$ cat src/rtl/apb_slave_regfile_pkg.sv
// Shared types for the APB register-file completer: FSM encoding and wait-counter width.
package apb_slave_regfile_pkg;

   localparam int CNT_W = 4;

   typedef enum logic [1:0] {
      ST_IDLE = 2'd0,
      ST_WAIT = 2'd1,
      ST_DONE = 2'd2
   } state_e;

endpackage

$ cat src/rtl/apb_slave_regfile_regs.sv
// Byte-strobed register array with combinational read; word 0 is a hard-wired ID constant.
module apb_slave_regfile_regs
   import apb_slave_regfile_pkg::*;
#(
   parameter int                    DATA_WIDTH    = 32,
   parameter int                    ADDRESS_WIDTH = 4,
   parameter int                    STRB_WIDTH    = 4,
   parameter int                    NUM_REGS      = 8,
   parameter logic [DATA_WIDTH-1:0] ID_VALUE      = 32'hA5B0_0001
) (
   input  logic                     clk,
   input  logic                     rst,
   input  logic                     we,
   input  logic [ADDRESS_WIDTH-1:0] waddr,
   input  logic [DATA_WIDTH-1:0]    wdata,
   input  logic [STRB_WIDTH-1:0]    wstrb,
   input  logic [ADDRESS_WIDTH-1:0] raddr,
   output logic [DATA_WIDTH-1:0]    rdata
);

   // Only words 1..NUM_REGS-1 hold state; word 0 never has storage.
   logic [DATA_WIDTH-1:0] mem_q [1:NUM_REGS-1];
   logic [DATA_WIDTH-1:0] mem_d [1:NUM_REGS-1];

   always_comb begin
      mem_d = mem_q;
      for (int w = 1; w < NUM_REGS; w++) begin
         if (we && (waddr == ADDRESS_WIDTH'(w))) begin
            for (int b = 0; b < STRB_WIDTH; b++) begin
               if (wstrb[b]) mem_d[w][8*b +: 8] = wdata[8*b +: 8];
            end
         end
      end
   end

   always_ff @(posedge clk or posedge rst) begin
      if (rst) begin
         for (int w = 1; w < NUM_REGS; w++) mem_q[w] <= '0;
      end else begin
         mem_q <= mem_d;
      end
   end

   always_comb begin
      rdata = '0;
      if (raddr == '0) rdata = ID_VALUE;
      for (int w = 1; w < NUM_REGS; w++) begin
         if (raddr == ADDRESS_WIDTH'(w)) rdata = mem_q[w];
      end
   end

endmodule

$ cat src/rtl/apb_slave_regfile.sv
// APB completer: captures the setup phase, counts wait states, and completes with
// registered PREADY/PSLVERR/PRDATA; writes commit on the closing edge of the transfer.
module apb_slave_regfile
   import apb_slave_regfile_pkg::*;
#(
   parameter int                    DATA_WIDTH    = 32,
   parameter int                    ADDRESS_WIDTH = 4,
   parameter int                    STRB_WIDTH    = 4,
   parameter int                    NUM_REGS      = 8,
   parameter int                    WAIT_STATES   = 0,
   parameter logic [DATA_WIDTH-1:0] ID_VALUE      = 32'hA5B0_0001
) (
   input  logic                     PCLK,
   input  logic                     PRESET,
   input  logic                     PSEL,
   input  logic                     PENABLE,
   input  logic                     PWRITE,
   input  logic [ADDRESS_WIDTH-1:0] PADDR,
   input  logic [DATA_WIDTH-1:0]    PWDATA,
   input  logic [STRB_WIDTH-1:0]    PSTRB,
   output logic [DATA_WIDTH-1:0]    PRDATA,
   output logic                     PREADY,
   output logic                     PSLVERR,
   output logic [1:0]               dbg_state
);

   localparam logic [CNT_W-1:0]       CNT_INIT   = CNT_W'((WAIT_STATES > 0) ? WAIT_STATES - 1 : 0);
   localparam logic [ADDRESS_WIDTH:0] NUM_REGS_V = (ADDRESS_WIDTH+1)'(NUM_REGS);

   state_e                     state_q,   state_d;
   logic [CNT_W-1:0]           cnt_q,     cnt_d;
   logic [ADDRESS_WIDTH-1:0]   addr_q,    addr_d;
   logic                       write_q,   write_d;
   logic [DATA_WIDTH-1:0]      wdata_q,   wdata_d;
   logic [STRB_WIDTH-1:0]      strb_q,    strb_d;
   logic                       err_q,     err_d;
   logic                       pready_q,  pready_d;
   logic                       pslverr_q, pslverr_d;
   logic [DATA_WIDTH-1:0]      prdata_q,  prdata_d;

   logic                       err_setup;
   logic                       reg_we;
   logic [ADDRESS_WIDTH-1:0]   rd_addr;
   logic [DATA_WIDTH-1:0]      rd_data;

   assign err_setup = ({1'b0, PADDR} >= NUM_REGS_V) || (PWRITE && (PADDR == '0));

   apb_slave_regfile_regs #(
      .DATA_WIDTH    (DATA_WIDTH),
      .ADDRESS_WIDTH (ADDRESS_WIDTH),
      .STRB_WIDTH    (STRB_WIDTH),
      .NUM_REGS      (NUM_REGS),
      .ID_VALUE      (ID_VALUE)
   ) u_regs (
      .clk   (PCLK),
      .rst   (PRESET),
      .we    (reg_we),
      .waddr (addr_q),
      .wdata (wdata_q),
      .wstrb (strb_q),
      .raddr (rd_addr),
      .rdata (rd_data)
   );

   always_comb begin
      state_d   = state_q;
      cnt_d     = cnt_q;
      addr_d    = addr_q;
      write_d   = write_q;
      wdata_d   = wdata_q;
      strb_d    = strb_q;
      err_d     = err_q;
      pready_d  = 1'b0;
      pslverr_d = 1'b0;
      prdata_d  = '0;
      reg_we    = 1'b0;
      rd_addr   = addr_q;
      case (state_q)
         ST_IDLE: begin
            // With zero wait states the completion data comes straight from the setup-phase bus.
            rd_addr = PADDR;
            if (PSEL && !PENABLE) begin
               addr_d  = PADDR;
               write_d = PWRITE;
               wdata_d = PWDATA;
               strb_d  = PSTRB;
               err_d   = err_setup;
               if (WAIT_STATES == 0) begin
                  state_d   = ST_DONE;
                  pready_d  = 1'b1;
                  pslverr_d = err_setup;
                  prdata_d  = (!PWRITE && !err_setup) ? rd_data : '0;
               end else begin
                  state_d = ST_WAIT;
                  cnt_d   = CNT_INIT;
               end
            end
         end
         ST_WAIT: begin
            if (!PSEL) begin
               state_d = ST_IDLE;
            end else if (PENABLE) begin
               if (cnt_q == '0) begin
                  state_d   = ST_DONE;
                  pready_d  = 1'b1;
                  pslverr_d = err_q;
                  prdata_d  = (!write_q && !err_q) ? rd_data : '0;
               end else begin
                  cnt_d = cnt_q - CNT_W'(1);
               end
            end
         end
         ST_DONE: begin
            // A master that drops PSEL here has aborted; nothing is committed.
            state_d = ST_IDLE;
            reg_we  = PSEL && write_q && !err_q;
         end
         default: state_d = ST_IDLE;
      endcase
   end

   always_ff @(posedge PCLK or posedge PRESET) begin
      if (PRESET) begin
         state_q   <= ST_IDLE;
         cnt_q     <= '0;
         addr_q    <= '0;
         write_q   <= 1'b0;
         wdata_q   <= '0;
         strb_q    <= '0;
         err_q     <= 1'b0;
         pready_q  <= 1'b0;
         pslverr_q <= 1'b0;
         prdata_q  <= '0;
      end else begin
         state_q   <= state_d;
         cnt_q     <= cnt_d;
         addr_q    <= addr_d;
         write_q   <= write_d;
         wdata_q   <= wdata_d;
         strb_q    <= strb_d;
         err_q     <= err_d;
         pready_q  <= pready_d;
         pslverr_q <= pslverr_d;
         prdata_q  <= prdata_d;
      end
   end

   assign PREADY    = pready_q;
   assign PSLVERR   = pslverr_q;
   assign PRDATA    = prdata_q;
   assign dbg_state = state_q;

endmodule
$ cat config.mk
export PLATFORM = sky130hd
export DESIGN_NAME = apb_slave_regfile
export DESIGN_NICKNAME = d
export VERILOG_FILES = /design/src/rtl/apb_slave_regfile_pkg.sv /design/src/rtl/apb_slave_regfile_regs.sv /design/src/rtl/apb_slave_regfile.sv
export SDC_FILE = /design/constraint.sdc
export NUM_CORES = 1
export LEC_CHECK = 0
export CAP_MARGIN = 5
export CORE_ASPECT_RATIO = 0.9
export CORE_MARGIN = 1
export CORE_UTILIZATION = 30
export CTS_BUF_LIST = sky130_fd_sc_hd__clkbuf_4 sky130_fd_sc_hd__clkbuf_8
export CTS_CLUSTER_SIZE = 25
export DETAILED_ROUTE_END_ITERATION = 10
export GPL_TIMING_DRIVEN = 0
export HOLD_SLACK_MARGIN = 0.05
export SLEW_MARGIN = 20
export SYNTH_ARGS = -nofsm -noshare
export SYNTH_HDL_FRONTEND = slang
export SYNTH_HIERARCHICAL = 1
export SYNTH_SLANG_ARGS = --single-unit
$ cat constraint.sdc
create_clock -name PCLK -period 12.15 [get_ports PCLK]
set_clock_uncertainty 0.1 [all_clocks]
set_input_delay 2.43 -clock PCLK [delete_from_list [all_inputs] [get_ports PCLK]]
set_output_delay 2.43 -clock PCLK [all_outputs]
set_load 0.02 [all_outputs]
==> impl_metrics.json <==
{
  "synth_seq_area_share_pct": 55.8,
  "numPortBuffers": 77,
  "slew_headroom_pct": 24.5,
  "min_path_type": "reg2reg",
  "antenna_cells": 0,
  "clock-sinks": 301,
  "period_needed_ns": 5.67,
  "die_y_um": 203,
  "netlist_area_um2": 13500,
  "via_per_inst": 5.07,
  "rows": 73,
  "layout-drive-gt1-share_pct": 34.9,
  "worstMarginPinSlew_ns": 1.13,
  "grt_pass1_wl_um": 59500,
  "end_kind": "flop",
  "avgSynthCellArea_um2": 13.4,
  "final_nets": 1184,
  "clk_pin_slew_ns": 0.07,
  "p_sw_share_pct": 26.5,
  "fin_crit_sh_pct": 46.6,
  "async_flop_share_pct": 100,
  "grt-ovfl-total": 0,
  "syn_to_final_growth_pct": 20.2,
  "cts_setup_buffers": 0,
  "power.leakage_nw": 7.42,
  "ys_seq_elements": 301,
  "die-area_um2": 45800,
  "root_buffer": "clkbuf_8",
  "cts_tree": "yes",
  "drtIter0Drc": 662,
  "final_cell_mix": "dfrtp_1 (301), mux2_2 (257), clkdlybuf4s50_1 (77), clkbuf_8 (66), o21ai_0 (53)",
  "critPathKind": "in2reg",
  "io_pins": 81,
  "r2r.worst_path.cells": 10,
  "numCtsBuffers": 51,
  "grt_max_degree": 81,
  "core-area_um2": 44300,
  "endpoint": "PRDATA[11]",
  "netlist.area_leader.share_pct": 55.8,
  "synth_top_area_cell": "dfrtp_1",
  "clk_path_buf_depth": 3,
  "fp.dieW_um": 225,
  "clock_power_share_pct": 41.3,
  "cts_hold_buf": 0,
  "final_common_cell": "dfrtp_1",
  "critPathLaunchType": "primary input",
  "reg2reg_slack_ns": 8.31,
  "synth_cell_types": 50,
  "sequentialPowerShare_pct": 47.5,
  "grt_pass1_vias": 9445,
  "dp_hpwl_um": 25600,
  "power_density_nw_per_um2": 146,
  "ys_warn_count": 6,
  "setup_viol": 0,
  "place_congestion": 0.849,
  "drc": 0,
  "cap_violations": 0,
  "reg2reg_from": "dbg_state[1]",
  "ys_top_cells_by_area": "dfrtp_1 (56%), mux2_2 (21%), mux2i_1 (3.3%)",
  "rsz0062_at_grt": "false",
  "grt_usage_pct": 17.4,
  "htree_num_levels": 2,
  "netlist_instances": 1006,
  "antenna_left": 0,
  "num_vias": 8989,
  "synth_flop_cell": "dfrtp_1",
  "power_frac_comb_pct": 11.2,
  "drv_slew": 0,
  "clk_latency_ns": 0.57,
  "dr.pass1.iters": 5,
  "synth_nets": 1051,
  "peakVddDrop_v": 0.0000694,
  "p_int_mw": 1.73,
  "synth_edf_count": 0,
  "critPathLaunch": "PADDR[2]",
  "fmax_mhz": 176,
  "hold_viol": 0,
  "stdcell_count": 1774,
  "crit_fanout": 10,
  "worst-endpoint-arrival_ns": 6.00,
  "rr_endpoint": "PRDATA[11]",
  "fin_tns_setup_ns": 0,
  "routed_wirelength_um": 39200,
  "place_inst": 1686,
  "cp_data_required_time_ns": 12.48,
  "start_util_pct": 30.4,
  "p_sw_mw": 0.625,
  "status": "complete, no violations",
  "wl_per_cell_um": 22.1,
  "post_cts_resized": 0,
  "antenna_found_initial": 1
}
[state kept, by name, indices dropped and copies added, names as in the netlist, 4 cells and up]
register and flops:
u_regs/mem_q 224, addr_q 4, PRDATA 32, wdata_q 32, strb_q 4
[power groups by stage]
stage	registers [mW]	logic [mW]	clock network, mW
4_1_cts	1.12	0.266	1.00
5_1_grt	1.13	0.284	1.04
2_1_floorplan	1.11	0.167	0
3_5_place_dp	1.14	0.265	0
6_report	1.12	0.264	0.974
3_3_place_gp	1.13	0.257	0
[worst min-delay path by stage]
stage	from	end	slack [ns]	cells after the start
finish	u_regs/mem_q[68]	u_regs/mem_q[68]	0.39	1
global placement	u_regs/mem_q[71]	u_regs/mem_q[71]	0.36	1
detailed placement	u_regs/mem_q[100]	u_regs/mem_q[100]	0.38	1
floorplan	u_regs/mem_q[68]	u_regs/mem_q[68]	0.35	1
global route	u_regs/mem_q[8]	u_regs/mem_q[8]	0.41	1
CTS	u_regs/mem_q[100]	u_regs/mem_q[100]	0.40	1
[cell usage after synthesis, drive strengths merged, types with 4 or more instances]
cell type	number
dfrtp	301
mux2	281
o21ai	53
a21oi	48
mux2i	44
nor4b	34
nor2	33
clkbuf	32
buf	31
nand2	21
o22ai	21
nand2b	16
nor2b	13
inv	10
nand3	7
or3	7
a2bb2oi	6
a211oi	4
a221o	4
a22oi	4
and2	4
nor3b	4
o32ai	4
[per-stage QoR]
stage	power (mW)	setup slack, ns	utilization (%)	hold WS (ns)	area, µm²
global route	2.46	6.31	36.6	0.414	16200
finish	2.36	6.48	36.6	0.391	16200
global placement	1.39	0.534	33.9	0.363	15000
floorplan	1.28	3.49	-	0.352	13500
CTS	2.39	6.56	36.6	0.397	16200
detailed placement	1.40	5.94	34.1	0.377	15100
[cell type report]
| class | instances | area [µm²] |
|---|---|---|
| fill | 4281 | 28100 |
| sequential | 301 | 7530 |
| multi-input combinational | 632 | 5590 |
| clock buffer | 80 | 1010 |
| timing repair buffer | 80 | 853 |
| tap | 600 | 751 |
| buffer | 63 | 325 |
| clock inverter | 8 | 90.1 |
| inverter | 10 | 47.5 |
[kinds of logic after synthesis]
group                  synth area share (%)
AO/OA/AOI/OAI                          7.13
buffers and inverters                  2.69
flip-flops                             55.8
multiplexers                           26.7
other                                0.0278
AND/OR/NAND/NOR                        7.57
[metal layers]
| layer | routed length, µm | track usage, % | up-vias |
|---|---|---|---|
| met1 | 17600 | 23.8 | 4702 |
| met2 | 18000 | 27.3 | 269 |
| met5 | 13 | 0 | - |
| met4 | 1360 | 6.80 | 2 |
| li1 | - | - | 3936 |
| met3 | 2220 | 3.36 | 80 |
[critical path, cell delays in order]
cell and delay [ns]:
clkdlybuf4s50_1 0.54, mux2_2 0.21, clkbuf_1 0.48, clkbuf_1 0.71, buf_1 0.72, a21oi_1 0.08, o22ai_1 0.17, o21ai_0 0.12
o21ai_0 0.11, nor4b_1 0.41
(Power assumes the default switching activity.)
